`config.mk`:
```
export PLATFORM = sky130hd
export DESIGN_NAME = multicycle_core
export DESIGN_NICKNAME = d
export VERILOG_FILES = /design/src/rtl/multicycle_core.sv
export SDC_FILE = /design/constraint.sdc
export NUM_CORES = 1
export LEC_CHECK = 0
export BUFFER_PORTS_ARGS = -buffer_cell sky130_fd_sc_hd__buf_2
export CELL_PAD_IN_SITES_DETAIL_PLACEMENT = 1
export CELL_PAD_IN_SITES_GLOBAL_PLACEMENT = 1
export CORE_ASPECT_RATIO = 1.25
export CORE_MARGIN = 2
export CORE_UTILIZATION = 43
export DETAILED_ROUTE_END_ITERATION = 10
export GPL_TIMING_DRIVEN = 0
export HOLD_SLACK_MARGIN = 0.12
export PLACE_DENSITY = 0.78
export SLEW_MARGIN = 20
export SYNTH_ARGS = -nofsm -noshare
export SYNTH_HDL_FRONTEND = slang
export SYNTH_SLANG_ARGS = --single-unit
```
`constraint.sdc`:
```
create_clock -name clk -period 3.5 [get_ports clk]
set_input_delay 0.525 -clock clk [delete_from_list [all_inputs] [get_ports clk]]
set_output_delay 0.525 -clock clk [all_outputs]
set_load 0.005 [all_outputs]
```
`src/rtl/multicycle_core.sv`:
```
// Parametrised multi-cycle core: fetch/decode/execute/memory/writeback FSM
// with req/ack handshaked instruction and data memories outside the core.
module multicycle_core #(
  parameter int DATA_W  = 8,
  parameter int REG_AW  = 2,
  parameter int PC_W    = 8,
  parameter int INSTR_W = 4 + 2 * REG_AW
) (
  input  logic               clk,
  input  logic               reset,
  output logic               imem_req,
  output logic [PC_W-1:0]    imem_addr,
  input  logic [INSTR_W-1:0] imem_rdata,
  input  logic               imem_ack,
  output logic               dmem_req,
  output logic               dmem_we,
  output logic [DATA_W-1:0]  dmem_addr,
  output logic [DATA_W-1:0]  dmem_wdata,
  input  logic [DATA_W-1:0]  dmem_rdata,
  input  logic               dmem_ack,
  output logic [PC_W-1:0]    pc,
  output logic               overflow,
  output logic               retire,
  output logic               halted
);

  localparam int NREG = 2 ** REG_AW;

  localparam logic [3:0] OP_ADD = 4'h0, OP_SUB = 4'h1, OP_AND = 4'h2, OP_OR  = 4'h3;
  localparam logic [3:0] OP_XOR = 4'h4, OP_SLT = 4'h5, OP_LW  = 4'h6, OP_SW  = 4'h7;
  localparam logic [3:0] OP_LI  = 4'h8, OP_SHL = 4'h9, OP_J   = 4'hA, OP_NOP = 4'hB;
  localparam logic [3:0] OP_BEQ = 4'hC, OP_BNE = 4'hD, OP_JAL = 4'hE, OP_HLT = 4'hF;

  typedef enum logic [2:0] {
    S_FETCH  = 3'd0,
    S_DECODE = 3'd1,
    S_EXEC   = 3'd2,
    S_MEM    = 3'd3,
    S_WB     = 3'd4,
    S_HALT   = 3'd5
  } state_t;

  state_t              state_r, next_state_s;
  logic [INSTR_W-1:0]  ir_r;
  logic [3:0]          opcode_s;
  logic [REG_AW-1:0]   ra_s, rb_s;
  logic [DATA_W-1:0]   regs_r [NREG];
  logic [DATA_W-1:0]   op_a_r, op_b_r, op_z_r, result_r, mem_data_r, alu_s;
  logic [PC_W-1:0]     pc_r, target_r, target_s, pc_inc_s, branch_off_s;
  logic                jump_r, jump_s, ovf_s, overflow_r;
  logic                imem_req_r, dmem_req_r, dmem_we_r, retire_r, halted_r;
  logic                imem_req_d_s, dmem_req_d_s, dmem_we_d_s, retire_d_s, halted_d_s;

  function automatic logic add_ovf(input logic [DATA_W-1:0] a, b, s);
    return (a[DATA_W-1] == b[DATA_W-1]) && (s[DATA_W-1] != a[DATA_W-1]);
  endfunction

  function automatic logic sub_ovf(input logic [DATA_W-1:0] a, b, s);
    return (a[DATA_W-1] != b[DATA_W-1]) && (s[DATA_W-1] != a[DATA_W-1]);
  endfunction

  function automatic logic writes_reg(input logic [3:0] op);
    case (op)
      OP_ADD, OP_SUB, OP_AND, OP_OR, OP_XOR, OP_SLT,
      OP_LW, OP_LI, OP_SHL, OP_JAL: return 1'b1;
      default:                      return 1'b0;
    endcase
  endfunction

  assign opcode_s     = ir_r[INSTR_W-1 -: 4];
  assign ra_s         = ir_r[2*REG_AW-1 -: REG_AW];
  assign rb_s         = ir_r[REG_AW-1:0];
  assign pc_inc_s     = pc_r + PC_W'(1'b1);
  // R[0] is a signed branch offset, sign-extended or truncated to the pc width
  assign branch_off_s = PC_W'($signed(op_z_r));

  // State register
  always_ff @(posedge clk or posedge reset) begin
    if (reset) state_r <= S_FETCH;
    else       state_r <= next_state_s;
  end

  // Next-state logic
  always_comb begin
    next_state_s = state_r;
    case (state_r)
      S_FETCH:  if (imem_req_r && imem_ack) next_state_s = S_DECODE;
                else                        next_state_s = S_FETCH;
      S_DECODE: next_state_s = S_EXEC;
      S_EXEC: begin
        case (opcode_s)
          OP_LW, OP_SW: next_state_s = S_MEM;
          OP_HLT:       next_state_s = S_HALT;
          default:      next_state_s = S_WB;
        endcase
      end
      S_MEM:    if (dmem_req_r && dmem_ack) next_state_s = S_WB;
                else                        next_state_s = S_MEM;
      S_WB:     next_state_s = S_FETCH;
      S_HALT:   next_state_s = S_HALT;
      default:  next_state_s = S_FETCH;
    endcase
  end

  // Output logic: next values of the registered outputs, decided by the state being entered
  always_comb begin
    imem_req_d_s = (next_state_s == S_FETCH);
    dmem_req_d_s = (next_state_s == S_MEM);
    dmem_we_d_s  = (next_state_s == S_MEM) && (opcode_s == OP_SW);
    retire_d_s   = (next_state_s == S_WB) || ((state_r == S_EXEC) && (next_state_s == S_HALT));
    halted_d_s   = (next_state_s == S_HALT);
  end

  // Registered control outputs
  always_ff @(posedge clk or posedge reset) begin
    if (reset) begin
      imem_req_r <= 1'b0;
      dmem_req_r <= 1'b0;
      dmem_we_r  <= 1'b0;
      retire_r   <= 1'b0;
      halted_r   <= 1'b0;
    end else begin
      imem_req_r <= imem_req_d_s;
      dmem_req_r <= dmem_req_d_s;
      dmem_we_r  <= dmem_we_d_s;
      retire_r   <= retire_d_s;
      halted_r   <= halted_d_s;
    end
  end

  // ALU and branch/jump evaluation on the DECODE-time operands
  always_comb begin
    alu_s    = '0;
    ovf_s    = 1'b0;
    jump_s   = 1'b0;
    target_s = pc_inc_s;
    case (opcode_s)
      OP_ADD: begin alu_s = op_a_r + op_b_r; ovf_s = add_ovf(op_a_r, op_b_r, alu_s); end
      OP_SUB: begin alu_s = op_a_r - op_b_r; ovf_s = sub_ovf(op_a_r, op_b_r, alu_s); end
      OP_AND: alu_s = op_a_r & op_b_r;
      OP_OR:  alu_s = op_a_r | op_b_r;
      OP_XOR: alu_s = op_a_r ^ op_b_r;
      OP_SLT: alu_s = ($signed(op_a_r) < $signed(op_b_r)) ? DATA_W'(1'b1) : '0;
      OP_LI:  alu_s = DATA_W'(rb_s);
      OP_SHL: alu_s = op_a_r << 1;
      OP_J:   begin jump_s = 1'b1; target_s = PC_W'(op_b_r); end
      OP_BEQ, OP_BNE: begin
        if ((op_a_r == op_b_r) == (opcode_s == OP_BEQ)) begin
          jump_s   = 1'b1;
          target_s = pc_r + branch_off_s;
        end else begin
          jump_s   = 1'b0;
          target_s = pc_inc_s;
        end
      end
      OP_JAL: begin alu_s = DATA_W'(pc_inc_s); jump_s = 1'b1; target_s = PC_W'(op_b_r); end
      default: alu_s = '0;
    endcase
  end

  // Datapath: instruction/operand latches, register file, pc and sticky overflow
  always_ff @(posedge clk or posedge reset) begin
    if (reset) begin
      ir_r       <= '0;
      op_a_r     <= '0;
      op_b_r     <= '0;
      op_z_r     <= '0;
      result_r   <= '0;
      mem_data_r <= '0;
      target_r   <= '0;
      jump_r     <= 1'b0;
      pc_r       <= '0;
      overflow_r <= 1'b0;
      for (int i = 0; i < NREG; i++) regs_r[i] <= '0;
    end else begin
      case (state_r)
        S_FETCH: if (imem_req_r && imem_ack) ir_r <= imem_rdata;
        S_DECODE: begin
          op_a_r <= regs_r[ra_s];
          op_b_r <= regs_r[rb_s];
          op_z_r <= regs_r[0];
        end
        S_EXEC: begin
          result_r <= alu_s;
          jump_r   <= jump_s;
          target_r <= target_s;
          if (ovf_s) overflow_r <= 1'b1;
        end
        S_MEM: if (dmem_req_r && dmem_ack && !dmem_we_r) mem_data_r <= dmem_rdata;
        S_WB: begin
          if (writes_reg(opcode_s)) regs_r[ra_s] <= (opcode_s == OP_LW) ? mem_data_r : result_r;
          pc_r <= jump_r ? target_r : pc_inc_s;
        end
        default: ;
      endcase
    end
  end

  assign imem_req   = imem_req_r;
  assign imem_addr  = pc_r;
  assign dmem_req   = dmem_req_r;
  assign dmem_we    = dmem_we_r;
  assign dmem_addr  = op_b_r;
  assign dmem_wdata = op_a_r;
  assign pc         = pc_r;
  assign overflow   = overflow_r;
  assign retire     = retire_r;
  assign halted     = halted_r;

endmodule

```
==> impl_metrics.py, run 1 <==
metrics = {
    "route": {
        "vias_per_cell": 6.04,
        "detail-route-antenna-nets": 0,
        "drc": 0,
        "totalWireLength_um": 22900,
        "wl_per_cell_um": 24.6,
        "drtIter0Drc": 319,
        "dr.pass1.iters": 5,
        "vias": 5635,
    },
    "finish": {
        "nNetsFinal": 775,
        "drive_gt1_frac": 0.248,
        "seqCellArea_um2": 2650,
        "stdcell_area_um2": 7620,
        "final_util": 0.506,
        "multi_input_area_um2": 3740,
        "fillers": 1691,
        "syn_to_final_growth_pct": 14.0,
        "antennaDiodeCount": 0,
    },
    "cts": {
        "clk_path_buf_depth": 2,
        "cts.clk_slew.worst_paths_ns": 0.08,
        "clock_sinks": 106,
        "hold_buffers": 0,
        "post_cts_buffers": 0,
        "cts_tree": "built",
        "htree_levels": 3,
        "cts_buffers": 9,
        "root_buffer": "clkbuf_16",
        "cts_resized": 0,
        "clkLatencyLatePin_ns": 0.36,
    },
    "floorplan": {
        "pin_count": 58,
        "core_um2": 15100,
        "die_area_um2": 16600,
        "initial_core_util": 0.444,
        "die_x_um": 116,
        "rows": 50,
        "die_h_um": 143,
    },
    "sta": {
        "hold_viol": 0,
        "maxSlewHeadroom": 0.215,
        "worst_slew_pin_slew_ns": 1.18,
        "setup-tns-final_ns": 0,
        "period_share": 0.902,
        "fin_ws_ns": 0.342,
        "max_freq_ghz": 0.317,
        "fin_skew_ns": 0.0142,
        "setup_viol": 0,
        "final_max_slew_viol_count": 0,
        "post-route-min-period_ns": 3.16,
        "grt_setup_unrepaired": "no",
    },
    "logic_synthesis": {
        "yosysSeqAreaShare": 0.397,
        "async_reset_ff_frac": 1.00,
        "yosys_warnings": 0,
        "syn_nets": 706,
        "synth_area_leaders": "dfrtp_1 (40%), mux2_2 (11%), ha_1 (6.0%), mux4_2 (5.4%), o21ai_0 (3.0%)",
        "ys_types": 71,
        "yosys_most_used_dff": "dfrtp_1",
        "synth_edf_count": 0,
        "yosysTopAreaCellShare": 0.397,
        "synth_area_um2": 6690,
        "yosysTopAreaCell": "dfrtp_1",
        "syn_inst": 651,
        "yosysMostFrequentCell": "dfrtp_1",
        "ys_top_cells_by_count": "dfrtp_1 (106), mux2_2 (65), nand2_1 (50)",
        "avgSynthCellArea_um2": 10.3,
        "ys_ff_latch": 106,
    },
    "global_route": {
        "grt_antenna_before_repair": 0,
        "grt-ovfl-total": 0,
        "grtUsageTotal": 0.291,
        "grt_pass1_wl_um": 35900,
        "grt_start_max_net_pins": 55,
        "grt_pass1_vias": 6075,
    },
    "power": {
        "finalPower_mw": 6.20,
        "power.density_nw_per_um2": 814,
        "power.switching_mw": 2.77,
        "p_int_mw": 3.43,
        "p_sw_frac": 0.447,
        "power_leakage_nw": 3.44,
        "peakVddDrop_uv": 400,
        "seq_power_share": 0.315,
        "pwr-share-clk": 0.192,
        "combPwrFrac": 0.493,
    },
    "worst_setup_path": {
        "cpMostUsedCell": "clkbuf_1",
        "criticalPathCategory": "reg -> reg",
        "cp-end-kind": "flip-flop",
        "crit_buf_inv": 2,
        "required_ns": 3.78,
        "crit_fanout": 10,
        "cpLargestDelayFamily": "compound AO/OA/AOI/OAI gates",
        "arrival_ns": 3.43,
        "cp-start-kind": "flip-flop",
        "critPathMaxStageDelay_ns": 0.95,
        "cp_slowest_cell": "a21oi_1",
        "worstPathCellList": "clkbuf_1 > nand2b_1 > or2_2 > clkbuf_1 > a21oi_1 > o31ai_1 > nand3_1",
    },
    "placed_design": {
        "io_buffer_count": 57,
        "hpwl_um": 17700,
        "dp_slack_ns": 0.533,
        "placed_area_um2": 7270,
        "gp_congestion": 0.996,
    },
    "flow_run": {
        "maxCapViolCount": 0,
    },
    "run_status": {
        "status": "finished clean",
    },
    "hold_path": {
        "hold_path_class": "in -> async",
    },
}
[final timing paths]
kind                            cells after the start     endpoint  slack, ns          start
worst max-delay path                                7  result_r[5]       0.34        ir_r[6]
worst min-delay path                                2  target_r[5]       0.22          reset
worst max register to register                      7  result_r[5]       0.34        ir_r[6]
worst min register to register                      1     overflow       0.50       overflow
max in group asynchronous                           3    regs_r[9]       2.65          reset
min in group clk                                    3      ir_r[6]       0.38  imem_rdata[6]
[state kept, by name, summed over array words and instances, names as in the netlist]
signal        count
dmem_req          1
ir_r              8
target_r          8
regs_r           32
imem_req          1
branch_off_s      8
jump_r            1
dmem_addr         8
imem_addr         8
state_r           3
dmem_wdata        8
halted            1
overflow          1
result_r          8
dmem_we           1
mem_data_r        8
retire            1
[cell type report]
| cell class | instances | share of cell area |
|---|---|---|
| clock inverter | 7 | 0.0161 |
| clock buffer | 9 | 0.0295 |
| multi-input combinational | 475 | 0.491 |
| sequential | 106 | 0.348 |
| buffer | 42 | 0.0261 |
| inverter | 28 | 0.0144 |
| tap | 208 | 0.0341 |
| timing repair buffer | 58 | 0.0410 |
[routing by layer]
metal	vias to the layer above	share of wire	global-route usage
met3	53	0.041	0.0295
met4	0	0.042	0.122
met2	183	0.50	0.495
met5	-	0	0
li1	2512	-	-
met1	2887	0.41	0.378
[power by group through the flow]
stage                     sequential (mW)  combinational (mW)  clock [mW]
after global routing                 1.99                3.29        1.24
after detailed placement             1.96                2.99           0
after global placement               1.93                2.89           0
final                                1.95                3.06        1.19
after CTS                            1.94                3.02        1.20
after floorplan                      1.79                2.04           0
[worst register-to-register path, delay by kind of cell, from the launching register on]
| family | cells | cell delay [ns] |
|---|---|---|
| AO/OA/AOI/OAI | 2 | 1.33 |
| AND/OR/NAND/NOR | 3 | 0.81 |
| buffers and inverters | 2 | 0.60 |
| flip-flops | 1 | 0.34 |
[per-stage QoR]
step	instances	hold WS, ns
5_1_grt	933	0.262
4_1_cts	933	0.241
6_report	933	0.224
3_3_place_gp	916	0.466
2_1_floorplan	651	0.442
3_5_place_dp	917	0.482
[layout by cell type (no fill, tap or decap), types with 4 or more instances in the layout]
cell type,instances
mux2_2,65
a21o_1,4
a31oi_1,6
xnor2_1,9
nor3_1,14
nor2_1,42
ha_1,32
xor2_1,5
and2_1,4
mux2i_1,7
and3_1,4
a211oi_1,5
nand2_1,50
a22oi_1,8
inv_1,27
nand3b_1,4
nand3_1,17
a21oi_1,34
buf_2,60
mux4_2,16
clkbuf_16,9
o2111ai_1,4
a32oi_1,5
dfrtp_1,106
clkbuf_1,27
nand2b_1,10
o21ai_0,40
buf_4,8
nor2b_1,13
[cells by family (layout without fill, tap and decap cells)]
logic type	Yosys count	after routing	share of synthesized area
multiplexers	88	88	0.174
adder cells (fa/ha/maj)	36	36	0.0703
XOR/XNOR	14	14	0.0183
flip-flops	106	106	0.397
AO/OA/AOI/OAI	148	148	0.147
AND/OR/NAND/NOR	189	189	0.149
buffers and inverters	70	144	0.0455
Note: power is estimated with default switching activity, not from simulation.
==> run 2, diff against run 1 <==
Settings changed: CORE_ASPECT_RATIO 1.25 to 0.6, CORE_MARGIN 2 to unset, SETUP_SLACK_MARGIN set to 0.05.
==> run 2 against run 1 <==
  * Routed wire length is 3.7% higher
  * Critical path depth unchanged
  * Final area down 0.89%
  * Combinational power is 4% higher
  * Cell count shrank 1.1%
  * Clock skew about the same
  * Global-route usage rose by 1.9 points
  * Largest power group unchanged
==> impl_metrics.py, run 2 (same netlist as run 1, synthesis figures left out) <==
metrics = {
    "run_status": {
        "status": "finished clean",
    },
    "floorplan": {
        "rows": 34,
        "initial_core_util": 0.450,
        "die_x_um": 163,
        "die_h_um": 98.6,
        "core_um2": 14800,
        "pin_count": 58,
        "die_area_um2": 16100,
    },
    "cts": {
        "post_cts_buffers": 0,
        "htree_levels": 3,
        "clock_sinks": 106,
        "clk_path_buf_depth": 2,
        "hold_buffers": 0,
        "cts.clk_slew.worst_paths_ns": 0.08,
        "cts_buffers": 9,
        "cts_tree": "built",
        "clkLatencyLatePin_ns": 0.37,
        "cts_resized": 0,
        "root_buffer": "clkbuf_16",
    },
    "finish": {
        "largest_reg_flops": 32,
        "syn_to_final_growth_pct": 13.0,
        "antennaDiodeCount": 0,
        "nNetsFinal": 775,
        "drive_gt1_frac": 0.248,
        "final_common_cell": "dfrtp_1",
        "final_cell_mix": "dfrtp_1 (106), mux2_2 (65), buf_2 (60)",
        "final_cells": 923,
        "fillers": 1655,
        "stdcell_area_um2": 7550,
        "top_register": "regs_r",
        "seqCellArea_um2": 2650,
        "multi_input_area_um2": 3740,
    },
    "worst_setup_path": {
        "crit_fanout": 10,
        "crit_buf_inv": 2,
        "cpMostUsedCell": "clkbuf_1",
        "arrival_ns": 3.42,
        "criticalPathCategory": "reg -> reg",
        "cp-start-kind": "flip-flop",
        "required_ns": 3.77,
        "critPathMaxStageDelay_ns": 0.90,
        "cp-end-kind": "flip-flop",
        "cp_slowest_cell": "a21oi_1",
        "cpLargestDelayFamily": "compound AO/OA/AOI/OAI gates",
        "worstPathCellList": "clkbuf_1 > nand2b_1 > or2_2 > clkbuf_1 > a21oi_1 > o21ai_0 > o211ai_1",
    },
    "route": {
        "wl_per_cell_um": 25.8,
        "drc": 0,
        "drtIter0Drc": 423,
        "totalWireLength_um": 23800,
        "vias": 5732,
        "vias_per_cell": 6.21,
        "dr.pass1.iters": 5,
        "detail-route-antenna-nets": 0,
    },
    "sta": {
        "setup_viol": 0,
        "fin_skew_ns": 0.0139,
        "worst_slew_pin_slew_ns": 1.09,
        "grt_setup_unrepaired": "no",
        "fin_ws_ns": 0.348,
        "final_max_slew_viol_count": 0,
        "hold_viol": 0,
        "period_share": 0.901,
        "maxSlewHeadroom": 0.275,
        "max_freq_ghz": 0.317,
        "post-route-min-period_ns": 3.15,
    },
    "placed_design": {
        "io_buffer_count": 57,
        "gp_congestion": 0.998,
        "place_inst": 907,
        "hpwl_um": 18400,
        "placed_area_um2": 7250,
        "dp_slack_ns": 0.462,
    },
    "global_route": {
        "grt_antenna_before_repair": 0,
        "grt_start_max_net_pins": 71,
        "grt_pass1_vias": 5927,
        "grt-ovfl-total": 0,
        "grt_pass1_wl_um": 36500,
        "grtUsageTotal": 0.310,
    },
    "hold_path": {
        "hold_path_class": "in -> async",
    },
    "power": {
        "peakVddDrop_uv": 399,
        "power.density_nw_per_um2": 814,
        "power_leakage_nw": 3.42,
    },
    "flow_run": {
        "maxCapViolCount": 0,
    },
}
[run 2: area by class of cell]
type	instances	share of cell area
well taps	198	0.0328
inverters	28	0.0146
clock inverters	7	0.00894
clock buffers	9	0.0298
flip-flops and latches	106	0.351
repair buffers	58	0.0414
plain buffers	42	0.0263
multi-input cells	475	0.495
[run 2: metal layers]
metal	global-route usage	wire length [µm]	up-vias
met5	0	0	-
met4	0.0683	266	0
met3	0.0871	2150	24
met2	0.446	10100	235
met1	0.461	11300	2947
li1	-	-	2526
[run 2: report_power, final]
part           internal (mW)  leakage (nW)  switching, mW
combinational           1.20          1.85           1.98
sequential              1.53          1.43          0.401
clock                  0.504         0.145          0.540
total                   3.23          3.42           2.92
[run 2: through the flow]
stage	util	total power [mW]	hold slack (ns)	TNS (ns)
floorplan	-	3.83	0.442	0
global placement	0.486	4.87	0.463	-109.24
detailed placement	0.489	5.01	0.476	0
CTS	0.508	6.05	0.177	0
global route	0.509	6.46	0.193	0
finish	0.509	6.15	0.158	0
[run 2: path summary, 6_finish.rpt]
check                           slack [ns]     endpoint     startpoint  depth (start not counted)
worst max-delay path                  0.35  result_r[3]        ir_r[6]                          7
max in group asynchronous             2.65      ir_r[0]          reset                          3
worst max register to register        0.35  result_r[3]        ir_r[6]                          7
min in group clk                      0.37      ir_r[6]  imem_rdata[6]                          3
worst min register to register        0.49     overflow       overflow                          1
worst min-delay path                  0.16  target_r[7]          reset                          2
